$ cat src/rtl/grant_tenure_monitor_if.sv
// Request/grant bundle between agents, the tenure monitor and the arbiter.
// The master side drives raw requests and grants; the slave side (the monitor) returns masked requests and status.
interface grant_tenure_monitor_if #(
    parameter int CNT_W = 8
);
    logic             req_0;
    logic             req_1;
    logic             req_2;
    logic             req_3;
    logic             gnt_0;
    logic             gnt_1;
    logic             gnt_2;
    logic             gnt_3;
    logic             mreq_0;
    logic             mreq_1;
    logic             mreq_2;
    logic             mreq_3;
    logic [1:0]       owner;
    logic             busy;
    logic             timeout;
    logic [CNT_W-1:0] tenure;
    logic             multi_gnt;

    modport master (
        output req_0, req_1, req_2, req_3,
        output gnt_0, gnt_1, gnt_2, gnt_3,
        input  mreq_0, mreq_1, mreq_2, mreq_3,
        input  owner, busy, timeout, tenure, multi_gnt
    );

    modport slave (
        input  req_0, req_1, req_2, req_3,
        input  gnt_0, gnt_1, gnt_2, gnt_3,
        output mreq_0, mreq_1, mreq_2, mreq_3,
        output owner, busy, timeout, tenure, multi_gnt
    );
endinterface

$ cat src/rtl/grant_tenure_monitor.sv
// Tracks how long one agent holds the arbiter grant and masks its request for a backoff window after overstaying.
// Status is registered (one-cycle latency); mreq is combinational from req, no backpressure.
module grant_tenure_monitor #(
    parameter int MAX_HOLD    = 16,
    parameter int BACKOFF_CYC = 4,
    parameter int CNT_W       = 8
) (
    input logic                   clock,
    input logic                   reset,
    grant_tenure_monitor_if.slave bus
);

    if (MAX_HOLD < 1 || MAX_HOLD > (2**CNT_W) - 1 ||
        BACKOFF_CYC < 1 || BACKOFF_CYC > (2**CNT_W) - 1) begin : g_bad_cfg
        $error("grant_tenure_monitor: illegal MAX_HOLD/BACKOFF_CYC for CNT_W");
    end

    localparam logic [CNT_W-1:0] LP_MAX     = CNT_W'(MAX_HOLD);
    localparam logic [CNT_W-1:0] LP_BO_LAST = CNT_W'(BACKOFF_CYC - 1);

    typedef enum logic [1:0] {
        ST_IDLE    = 2'd0,
        ST_HOLD    = 2'd1,
        ST_BACKOFF = 2'd2
    } state_t;

    state_t           r_state;
    state_t           w_state_nxt;
    logic [1:0]       r_owner;
    logic [1:0]       w_owner_nxt;
    logic [CNT_W-1:0] r_tenure;
    logic [CNT_W-1:0] w_tenure_nxt;
    logic [CNT_W-1:0] r_bcnt;
    logic [CNT_W-1:0] w_bcnt_nxt;
    logic             r_timeout;
    logic             w_timeout_nxt;
    logic             r_multi_gnt;

    logic [3:0]       w_req;
    logic [3:0]       w_gnt;
    logic [2:0]       w_gnt_cnt;
    logic [1:0]       w_gnt_idx;
    logic             w_own_gnt;
    logic [3:0]       w_mask;

    assign w_req = {bus.req_3, bus.req_2, bus.req_1, bus.req_0};
    assign w_gnt = {bus.gnt_3, bus.gnt_2, bus.gnt_1, bus.gnt_0};

    assign w_gnt_cnt = {2'b00, w_gnt[0]} + {2'b00, w_gnt[1]} +
                       {2'b00, w_gnt[2]} + {2'b00, w_gnt[3]};

    // Only meaningful when exactly one grant is high.
    always_comb begin
        w_gnt_idx = 2'd0;
        for (int k = 0; k < 4; k++) begin
            if (w_gnt[k]) begin
                w_gnt_idx = 2'(k);
            end
        end
    end

    assign w_own_gnt = w_gnt[r_owner];

    always_comb begin
        w_state_nxt   = r_state;
        w_owner_nxt   = r_owner;
        w_tenure_nxt  = r_tenure;
        w_bcnt_nxt    = r_bcnt;
        w_timeout_nxt = 1'b0;
        case (r_state)
            ST_IDLE: begin
                w_bcnt_nxt = '0;
                if (w_gnt_cnt == 3'd1) begin
                    w_state_nxt  = ST_HOLD;
                    w_owner_nxt  = w_gnt_idx;
                    w_tenure_nxt = CNT_W'(1);
                end else begin
                    w_tenure_nxt = '0;
                end
            end
            ST_HOLD: begin
                if (!w_own_gnt) begin
                    w_state_nxt  = ST_IDLE;
                    w_tenure_nxt = '0;
                end else if (r_tenure >= LP_MAX) begin
                    w_state_nxt   = ST_BACKOFF;
                    w_timeout_nxt = 1'b1;
                    w_bcnt_nxt    = '0;
                end else begin
                    w_tenure_nxt = r_tenure + CNT_W'(1);
                end
            end
            ST_BACKOFF: begin
                // The backoff window only starts once the offender lets go.
                if (w_own_gnt) begin
                    w_bcnt_nxt = '0;
                end else if (r_bcnt >= LP_BO_LAST) begin
                    w_state_nxt  = ST_IDLE;
                    w_bcnt_nxt   = '0;
                    w_tenure_nxt = '0;
                end else begin
                    w_bcnt_nxt = r_bcnt + CNT_W'(1);
                end
            end
            default: begin
                w_state_nxt  = ST_IDLE;
                w_tenure_nxt = '0;
                w_bcnt_nxt   = '0;
            end
        endcase
    end

    always_ff @(posedge clock or posedge reset) begin
        if (reset) begin
            r_state     <= ST_IDLE;
            r_owner     <= 2'd0;
            r_tenure    <= '0;
            r_bcnt      <= '0;
            r_timeout   <= 1'b0;
            r_multi_gnt <= 1'b0;
        end else begin
            r_state     <= w_state_nxt;
            r_owner     <= w_owner_nxt;
            r_tenure    <= w_tenure_nxt;
            r_bcnt      <= w_bcnt_nxt;
            r_timeout   <= w_timeout_nxt;
            r_multi_gnt <= (w_gnt_cnt > 3'd1);
        end
    end

    assign w_mask = ((r_state == ST_BACKOFF) && !reset) ? (4'b0001 << r_owner) : 4'b0000;

    assign bus.mreq_0    = w_req[0] & ~w_mask[0];
    assign bus.mreq_1    = w_req[1] & ~w_mask[1];
    assign bus.mreq_2    = w_req[2] & ~w_mask[2];
    assign bus.mreq_3    = w_req[3] & ~w_mask[3];
    assign bus.owner     = r_owner;
    assign bus.busy      = (r_state == ST_HOLD) || (r_state == ST_BACKOFF);
    assign bus.timeout   = r_timeout;
    assign bus.tenure    = r_tenure;
    assign bus.multi_gnt = r_multi_gnt;

endmodule

$ cat src/flat_wrapper.sv
// flat-port wrapper written by rule: the top's interface ports become plain ports
module grant_tenure_monitor_flat 
#(
    parameter int MAX_HOLD    = 16,
    parameter int BACKOFF_CYC = 4,
    parameter int CNT_W       = 8
)
  (clock, reset, bus_req_0, bus_req_1, bus_req_2, bus_req_3, bus_gnt_0, bus_gnt_1, bus_gnt_2, bus_gnt_3, bus_mreq_0, bus_mreq_1, bus_mreq_2, bus_mreq_3, bus_owner, bus_busy, bus_timeout, bus_tenure, bus_multi_gnt);
  grant_tenure_monitor_if #(.CNT_W(CNT_W)) bus_i ();
  input logic clock;
  input logic reset;
  input wire logic [$bits(bus_i.req_0)-1:0] bus_req_0;
  input wire logic [$bits(bus_i.req_1)-1:0] bus_req_1;
  input wire logic [$bits(bus_i.req_2)-1:0] bus_req_2;
  input wire logic [$bits(bus_i.req_3)-1:0] bus_req_3;
  input wire logic [$bits(bus_i.gnt_0)-1:0] bus_gnt_0;
  input wire logic [$bits(bus_i.gnt_1)-1:0] bus_gnt_1;
  input wire logic [$bits(bus_i.gnt_2)-1:0] bus_gnt_2;
  input wire logic [$bits(bus_i.gnt_3)-1:0] bus_gnt_3;
  output wire logic [$bits(bus_i.mreq_0)-1:0] bus_mreq_0;
  output wire logic [$bits(bus_i.mreq_1)-1:0] bus_mreq_1;
  output wire logic [$bits(bus_i.mreq_2)-1:0] bus_mreq_2;
  output wire logic [$bits(bus_i.mreq_3)-1:0] bus_mreq_3;
  output wire logic [$bits(bus_i.owner)-1:0] bus_owner;
  output wire logic [$bits(bus_i.busy)-1:0] bus_busy;
  output wire logic [$bits(bus_i.timeout)-1:0] bus_timeout;
  output wire logic [$bits(bus_i.tenure)-1:0] bus_tenure;
  output wire logic [$bits(bus_i.multi_gnt)-1:0] bus_multi_gnt;
  assign bus_i.req_0 = bus_req_0;
  assign bus_i.req_1 = bus_req_1;
  assign bus_i.req_2 = bus_req_2;
  assign bus_i.req_3 = bus_req_3;
  assign bus_i.gnt_0 = bus_gnt_0;
  assign bus_i.gnt_1 = bus_gnt_1;
  assign bus_i.gnt_2 = bus_gnt_2;
  assign bus_i.gnt_3 = bus_gnt_3;
  assign bus_mreq_0 = bus_i.mreq_0;
  assign bus_mreq_1 = bus_i.mreq_1;
  assign bus_mreq_2 = bus_i.mreq_2;
  assign bus_mreq_3 = bus_i.mreq_3;
  assign bus_owner = bus_i.owner;
  assign bus_busy = bus_i.busy;
  assign bus_timeout = bus_i.timeout;
  assign bus_tenure = bus_i.tenure;
  assign bus_multi_gnt = bus_i.multi_gnt;
  grant_tenure_monitor #(.MAX_HOLD(MAX_HOLD), .BACKOFF_CYC(BACKOFF_CYC), .CNT_W(CNT_W)) u_core (.clock(clock), .reset(reset), .bus(bus_i));
endmodule
$ cat config.mk
export PLATFORM = sky130hd
export DESIGN_NAME = grant_tenure_monitor_flat
export DESIGN_NICKNAME = d
export VERILOG_FILES = /design/src/rtl/grant_tenure_monitor_if.sv /design/src/rtl/grant_tenure_monitor.sv /design/src/flat_wrapper.sv
export SDC_FILE = /design/constraint.sdc
export NUM_CORES = 1
export LEC_CHECK = 0
export BUFFER_PORTS_ARGS = -buffer_cell sky130_fd_sc_hd__buf_2
export CORE_UTILIZATION = 60
export CTS_BUF_LIST = sky130_fd_sc_hd__clkbuf_4 sky130_fd_sc_hd__clkbuf_8
export DETAILED_ROUTE_END_ITERATION = 12
export PLACE_DENSITY_LB_ADDON = 0.15
export SKIP_LAST_GASP = 1
export SLEW_MARGIN = 40
export SYNTH_ARGS = -nofsm -noshare
export SYNTH_HDL_FRONTEND = slang
export SYNTH_SLANG_ARGS = --single-unit
$ cat constraint.sdc
create_clock -name clock -period 5.2 [get_ports clock]
set_input_delay 0.26 -clock clock [delete_from_list [all_inputs] [get_ports clock]]
set_output_delay 0.26 -clock clock [all_outputs]
set_load 0.02 [all_outputs]
; Word level (Yosys, flattened, before mapping)
; Index checks and enable logic that the tools add are counted.
[classes]
n_addsub = 5
mul = 0
div_mod_pow = 0
order_cmp = 4
eq_ne = 10
shifts = 1
n_mux = 26
n_bitwise = 8
reduce_logical = 8
[ops]
columns = cell, n
row1 = $mux 8, 8
row2 = $pmux 8 s3, 1
row3 = $add 8x1->8 const B, 2
row4 = $pmux 8 s2, 1
row5 = $mux 2, 7
row6 = $ge 8x2->1 const B, 1
row7 = $ge 8x5->1 const B, 1
row8 = $ne 2x1->1 const B, 4
row9 = $add 3x1->3, 2
row10 = $mux 1, 6
row11 = $ne 3x3->1 const B, 2
row12 = $pmux 2 s3, 1
row13 = $and 1x1->1, 4
row14 = $mux 4, 1
row15 = $not 1->1, 4
row16 = $reduce_and 2->1, 2
row17 = $reduce_and 4->1, 1
row18 = $shl 1x2->4 const A, 1
row19 = $eq 3x1->1 const B, 1
row20 = $gt 3x1->1 const B, 1
row21 = $lt 2x3->1 const B, 1
row22 = $reduce_and 3->1, 1
row23 = $add 1x1->2, 1
row24 = $bmux 1 s2, 1
row25 = 7 further kinds, 7
[word_totals]
regBits = 22
latchBits = 0
mem_bits_rw = 0
romBits = 0
input_bits = 10
out_inout_bits = 17
word_cells = 68
n_memories = 0

; Longest topological paths before layout
; Gate-level depths: netlist of run 1.
[logic_depth]
depth_word = 6
mapped_depth = 8
mapped_depth_nobuf = 8

; Worst setup path after synthesis of run 1
; No wires, ideal clock.
[synth_timing]
path_type = input -> register
from = in bus_gnt_1
to = reg u_core.r_tenure[0], in the netlist u_core.bus.tenure[0]
setup_ps = 66
t_arrival_ps = 2148
required_ps = 5134
path_slack_ps = 2986
cell_stages = 7
n_path_buf = 0
cell_sequence = ha_1 inv_1 fa_1 ha_1 nor4b_1 o21bai_1 mux2_1
[synth_via]
elab_chain_len = 6
elab_cells_between_ends = 12
classes_between = add/sub (3) / eq/ne (3) / mux (5) / reduce/logical (1)
[synth_rtl]
columns = item, line_no
row1 = "start, declared", flat_wrapper.sv:17  ; input wire logic [$bits(bus_i.gnt_1)-1:0] bus_gnt_1;
row2 = $add 1x1->2, grant_tenure_monitor.sv:49  ; assign w_gnt_cnt = {2'b00, w_gnt[0]} + {2'b00, w_gnt[1]} +
row3 = $add 3x1->3, grant_tenure_monitor.sv:49
row4 = $add 3x1->3, grant_tenure_monitor.sv:50  ; {2'b00, w_gnt[2]} + {2'b00, w_gnt[3]};
row5 = $eq 3x1->1, grant_tenure_monitor.sv:73  ; if (w_gnt_cnt == 3'd1) begin
row6 = $mux 1, grant_tenure_monitor.sv:73
row7 = $pmux 8 s3, grant_tenure_monitor.sv:70  ; case (r_state)
row8 = "end signal, assigned", grant_tenure_monitor.sv:124  ; r_tenure <= w_tenure_nxt;
row9 = "end, declared", grant_tenure_monitor.sv:31  ; logic [CNT_W-1:0] r_tenure;
; Several ways; a longest one is shown, not always the timed one. The select of a mux whose other input is x is not followed.
; A chain may end at the register's enable or synchronous reset.

; Worst setup path in the final report of run 1
[layout_timing]
from = reg u_core.r_state[0]
to = reg u_core.r_tenure[0], in the netlist u_core.bus.tenure[0]
[layout_via]
elab_chain_len = 3
elab_cells_between_ends = 8
classes_between = eq/ne (5) / mux (1) / reduce/logical (2)
[layout_rtl]
columns = item, line_no
row1 = "start, declared", grant_tenure_monitor.sv:27  ; state_t r_state;
row2 = "start signal, assigned", grant_tenure_monitor.sv:122  ; r_state <= w_state_nxt;
row3 = $eq 2x1->1 / $eq 2x2->1 (equally long branches), grant_tenure_monitor.sv:70
row4 = "$ne 3x3->1 (no line), or another cell as far along", n/a
row5 = $reduce_and 3->1 (no line), n/a
; Several ways; a longest one is shown, not always the timed one.

==> run metrics, run 1 <==
final hold viol count=0; setup violators final=0; Period minus WS final=2290 ps; Setup WS post-layout=2910 ps; # rows=16; Die Wd=47.6 um; Die Y=approximately 48 um; LEAKAGE=between 0.7 and 0.8 nW; drt pass-1 iters=4; Critical Path Sink Type=flip-flop; Fill cells=~160; GP Congestion=between 0.7 and 0.8; Finished Cell Area=1460 um^2; Finished Layout Cells=between 150 and 200; DP Cell Count=~170; power density over the cells=~400 nW/um^2; Ys Warns=0; Seq/Total Area, Yosys=between 40% and 50%; total die area=2270 um^2; Antenna Nets Post-Route=0; delay-heaviest family, CP=simple AND/OR/NAND/NOR gates; Clock Skew=2.44 ps; cell area after synthesis=approximately 1200 um^2; crit path launch type=flip-flop; clk slew on worst S/H paths=120 ps; final period utilization=44.0%; post-synthesis register bit count=22; Ant. Diodes=0; crit path kind=flip-flop to flip-flop; placed wire-length estimate=1800 um; # DRC=0; Most used DFF post-synth=dfrtp_1; pin count of the biggest net entering global routing=24; Yosys top cell area share=44.1%; core region area=about 2000 um^2; Cells after Synth=121; Max stage delay on crit path=between 500 and 600 ps; WP data required=5410 ps; Port-buffer cells=26; Area contributors post-synth=dfrtp_1 (44%), ha_1 (9.0%), inv_1 (4.5%), a21oi_1 (2.8%), nor2b_1 (2.5%); Root Buffer=clkbuf_4; Synth async-reset ratio=100%; DR iter-0 viols=10; Avg Inst Size Synth=10.3 um^2; worst path arrival time=2490 ps; layout cells sized above 1=between 20% and 30%; DRT Wirelength=2470 um; CP max stage cell=nor4b_2; hold slack=250 ps; Post-synth EDFFs=0; Worst-Margin Slew=569 ps; worst-path fanout max=7; Congestion Overflow GR=0; maximum VDD drop=0.303 mV; Post-DP Area=~1400 um^2; maximum clock rate=437 MHz; via density per instance=5.53; Starting Density=63.6%; CTS tree=built; Max-Cap Viols=0; critical-path cell list=inv_1 -> ha_1 -> nor4b_2 -> nand2_1 -> nand2_2 -> mux2_1; RSZ-0062 raised after global routing=no; top-count cell post-synth=dfrtp_1; H-tree depth=1; average routed wire per standard cell=13.8 um; Reg area=551 um^2; total track usage=25.9%; Synth-to-Final Area Change=17.4%; Synth top cells by count=dfrtp_1 (22), inv_1 (15), ha_1 (9); post-synth top area cell=dfrtp_1; # IOs=27; Pwr Total=about 0.57 mW; count of cell types in the netlist=41; Synth Net Count=141; first-pass GRT wire length=3840 um; clk_lat worst skew=a little over 300 ps; vias=990; outcome=finished clean; Final Slew Violations=0; area of the multi-input gates=around 650 um^2; initial antenna violation count=0; setup TNS=0 ps; nets@finish=roughly 170; final core utilization=74.6%; total clock sinks=22; crit path buf inv count=1; TritonCTS Buffers=3; dpl ws=~2600 ps; clock tree buffer depth=2; HP Class=input port to flip-flop; post-CTS resize count=0; Max-slew headroom=between 60% and 70%; number of global-route vias before repair=821
-- final cells by class --
cell class                 instances  share of cell area, %
clock buffer                       4                   2.48
inverter                          15                   3.85
multi-input combinational         84                   44.2
sequential                        22                   37.6
tap                               27                   2.31
timing repair buffer              27                   9.57
-- repair_timing --
| item | in CTS | in global routing |
|---|---|---|
| endpoints found under the hold margin | 22 | 0 |
| setup buffers | 0 | 0 |
| hold buffers | 1 | 0 |
| endpoints found under the setup margin | 0 | 0 |
-- metal layers --
layer / GRT usage [%] / routed length, um / vias up
met5: 0 / 0 / -
met4: 16.7 / 80 / 0
met2: 38.1 / 1170 / 22
met1: 34.5 / 1160 / 475
li1: - / - / 487
met3: 5.66 / 63 / 6
-- power by group --
group	internal, mW	switching, mW
clock	0.0428	0.0530
combinational	0.101	0.157
sequential	0.191	0.0255
total	0.335	0.236
-- worst register-to-register path: stages (launching register included) --
cell and delay, ps:
dfrtp_1 410, inv_1 100, ha_1 350, nor4b_2 560, nand2_1 270, nand2_2 160
mux2_1 330
-- registers in the layout, indices dropped and copies added (netlist names) --
name,cells
u_core.r_state,2
u_core.r_bcnt,8
u_core.bus.multi_gnt,1
u_core.bus.timeout,1
u_core.bus.tenure,8
u_core.bus.owner,2
-- cells by family (layout without fill, tap and decap cells) --
logic type	after synthesis	count (layout)	share of synthesized area (%)
AO/OA/AOI/OAI	29	29	17.5
buffers and inverters	15	46	4.51
flip-flops	22	22	44.1
adder cells (fa/ha/maj)	10	10	10.6
AND/OR/NAND/NOR	42	42	19.4
multiplexers	3	3	3.91
-- cell usage in the layout, fill, tap and decap left out, types with 2 or more instances in the layout --
| cell | netlist | routed |
|---|---|---|
| clkbuf_4 | 0 | 3 |
| ha_1 | 9 | 9 |
| o21ai_0 | 2 | 2 |
| and2_1 | 4 | 4 |
| nand3_1 | 5 | 5 |
| nor4b_2 | 1 | 2 |
| and3_1 | 3 | 3 |
| nor2b_1 | 5 | 5 |
| nand2_1 | 7 | 7 |
| inv_1 | 15 | 14 |
| a21oi_1 | 7 | 7 |
| o21a_1 | 2 | 2 |
| buf_2 | 0 | 26 |
| nor2_1 | 8 | 8 |
| dfrtp_1 | 22 | 22 |
| a31oi_1 | 4 | 4 |
-- path summary, 6_finish.rpt --
path | cells past startpoint | from | slack (ps) | endpoint
max | 6 | u_core.r_state[0]$_DFFE_PP0P_ | 2910 | u_core.bus.tenure[0]$_DFFE_PP0P_
min | 3 | bus_gnt_3 | 250 | u_core.bus.owner[0]$_DFFE_PP0P_
max reg2reg | 6 | u_core.r_state[0]$_DFFE_PP0P_ | 2910 | u_core.bus.tenure[0]$_DFFE_PP0P_
min reg2reg | 2 | u_core.r_bcnt[7]$_DFFE_PP0P_ | 550 | u_core.r_bcnt[7]$_DFFE_PP0P_
max in group asynchronous | 3 | reset | 4380 | u_core.r_bcnt[7]$_DFFE_PP0P_
min in group asynchronous | 3 | reset | 510 | u_core.bus.owner[0]$_DFFE_PP0P_
(Power assumes the default switching activity.)
==> run 2, diff against run 1 <==
--- a/config.mk
+++ b/config.mk
@@ -5,8 +5,9 @@
 export SDC_FILE = /design/constraint.sdc
 export NUM_CORES = 1
 export LEC_CHECK = 0
+export ABC_AREA = 1
 export BUFFER_PORTS_ARGS = -buffer_cell sky130_fd_sc_hd__buf_2
-export CORE_UTILIZATION = 60
+export CORE_UTILIZATION = 56
 export CTS_BUF_LIST = sky130_fd_sc_hd__clkbuf_4 sky130_fd_sc_hd__clkbuf_8
 export DETAILED_ROUTE_END_ITERATION = 12
 export PLACE_DENSITY_LB_ADDON = 0.15
==> constraint.sdc (replaced) <==
create_clock -name clock -period 2.26 [get_ports clock]
set_input_delay 0.113 -clock clock [delete_from_list [all_inputs] [get_ports clock]]
set_output_delay 0.113 -clock clock [all_outputs]
set_load 0.02 [all_outputs]
==> run metrics, run 2 <==
commonest non-fill, non-tap cell in the layout=nand2_1; number of global-route vias before repair=between 1000 and 1500; setup violators final=0; setup TNS=0 ps; power density over the cells=about 900 nW/um^2; # IOs=27; Synth top cells by count=nand2_1 (39), inv_1 (35), dfrtp_1 (22); maximum VDD drop=0.652 mV; Ys Warns=0; Max-slew headroom=slightly below 70%; Fill cells=166; DRT Wirelength=2450 um; crit path kind=flip-flop to primary output; WP data required=roughly 2200 ps; critical-path cell list=inv_1 -> ha_1 -> inv_1 -> nor2_1 -> a31oi_1 -> buf_2; Setup WS post-layout=513 ps; GP Congestion=between 0.7 and 0.8; RSZ-0062 raised after global routing=no; hold slack=~66 ps; LEAKAGE=0.878 nW; Finished Cell Area=1500 um^2; end of the critical path=bus_mreq_1; count of cell types in the netlist=23; clock tree buffer depth=2; post-synth top area cell=dfrtp_1; maximum clock rate=572 MHz; reg-to-reg slack, setup=~690 ps; Clock Skew=10.1 ps; cell area after synthesis=roughly 1300 um^2; top-count cell post-synth=nand2_1; final period utilization=77.3%; CP max stage cell=dfrtp_1; Most used DFF post-synth=dfrtp_1; Critical Path Sink Type=primary output; most frequent cells in the layout=nand2_1 (39), inv_1 (34), buf_2 (26), dfrtp_1 (22), nor2_1 (15); worst-path fanout max=4; H-tree depth=1; Ant. Diodes=0; Final Slew Violations=0; total clock sinks=22; Setup crit start=u_core.r_state[0]$_DFFE_PP0P_; worst path arrival time=1630 ps; r2r endpoint=u_core.r_state[0]$_DFFE_PP0P_; Worst-Margin Slew=466 ps; Antenna Nets Post-Route=0; nets@finish=around 210; HP Class=input port to flip-flop; Die Y=roughly 50 um; Synth Net Count=182; final hold viol count=0; CTS tree=built; Starting Density=59.2%; Max-Cap Viols=0; Critical Path Most Common Cell=inv_1; Seq/Total Area, Yosys=between 40 and 50%; Yosys top cell area share=42.4%; Post-DP Area=1460 um^2; post-synthesis register bit count=22; crit path launch type=flip-flop; Post-synth EDFFs=0; TritonCTS Buffers=3; hold path cells=3; drt pass-1 iters=3; Area contributors post-synth=dfrtp_1 (42%), nand2_1 (11%), inv_1 (10%), ha_1 (8.7%), nor2_1 (4.3%); Avg Inst Size Synth=between 8 and 9 um^2; average routed wire per standard cell=11.1 um; Root Buffer=clkbuf_4; Cells after Synth=about 160; delay-heaviest family, CP=flip-flops; vias=about 1100; Congestion Overflow GR=0; pin count of the biggest net entering global routing=23; clk_lat worst skew=310 ps; Synth async-reset ratio=100%; post-CTS resize count=0; core region area=2190 um^2; placed wire-length estimate=1920 um; # rows=17; Worst path depth=6; Setup Fix Bufs, Post-CTS=0; Synth-to-Final Area Change=15.2%; Die Wd=50.1 um; Max stage delay on crit path=approximately 420 ps; first-pass GRT wire length=~4300 um; layout cells sized above 1=a little over a fifth; Port-buffer cells=26; Period minus WS final=between 1500 and 2000 ps; clk slew on worst S/H paths=120 ps; total track usage=22.6%; initial antenna violation count=0; crit path buf inv count=3; dpl ws=419 ps; DR iter-0 viols=12; reg2reg path depth=8; reg-to-reg startpoint=u_core.r_state[1]$_DFFE_PP0P_; total die area=between 2000 and 3000 um^2; outcome=finished clean; # DRC=0; via density per instance=5.00
-- run 2: what timing repair did --
action,4_1_cts,5_1_grt
hold buffers,1,0
setup endpoints to repair,0,0
endpoints found under the hold margin,22,0
-- run 2: area by class of cell --
| cell class | instances | area, um^2 | share of cell area, % |
|---|---|---|---|
| well taps | 28 | 35.0 | 2.34 |
| clock buffers | 3 | 22.5 | 1.51 |
| multi-input cells | 103 | 606 | 40.5 |
| flip-flops and latches | 22 | 551 | 36.8 |
| inverters | 37 | 141 | 9.46 |
| repair buffers | 27 | 140 | 9.37 |
-- run 2: metrics by stage --
stage	std cells	utilization, %	total power [mW]
detailed placement	216	66.8	1.17
global route	220	68.2	1.44
floorplan	162	-	1.01
CTS	220	68.2	1.35
finish	220	68.2	1.34
global placement	216	66.8	1.14
-- run 2: metal layers --
layer,routed length (um),global-route usage (%)
met1,1120,26.2
met2,1210,40.9
met5,0,0
met4,38,10.0
met3,86,3.03
-- run 2: cells by family (layout without fill, tap and decap cells) --
group                    after synthesis  after routing  synth area share, %
AO/OA/AOI/OAI                         13             13                 7.04
XOR/XNOR                               3              3                 2.03
adder cells (fa/ha/maj)               10             10                 10.2
buffers and inverters                 37             67                 10.9
flip-flops                            22             22                 42.4
AND/OR/NAND/NOR                       77             77                 27.4
-- run 2: worst min-delay path by stage --
stage	slack (ps)	start	endpoint
after global placement	330	reset	u_core.bus.owner[0]$_DFFE_PP0P_
after detailed placement	180	reset	u_core.bus.tenure[6]$_DFFE_PP0P_
after global routing	90	bus_gnt_2	u_core.bus.owner[1]$_DFFE_PP0P_
after floorplan	100	reset	u_core.bus.multi_gnt$_DFF_PP0_
final	70	bus_gnt_2	u_core.bus.owner[1]$_DFFE_PP0P_
after CTS	60	bus_gnt_2	u_core.bus.owner[1]$_DFFE_PP0P_
-- run 2: report_power, final --
| part | switching [mW] | internal, mW |
|---|---|---|
| Sequential | 0.0712 | 0.454 |
| Clock | 0.117 | 0.0624 |
| Combinational | 0.431 | 0.207 |
-- run 2: tightest hold or removal path, cell delays in order --
cell,delay [ps]
buf_2,90
o21ai_0,70
o21ai_0,70
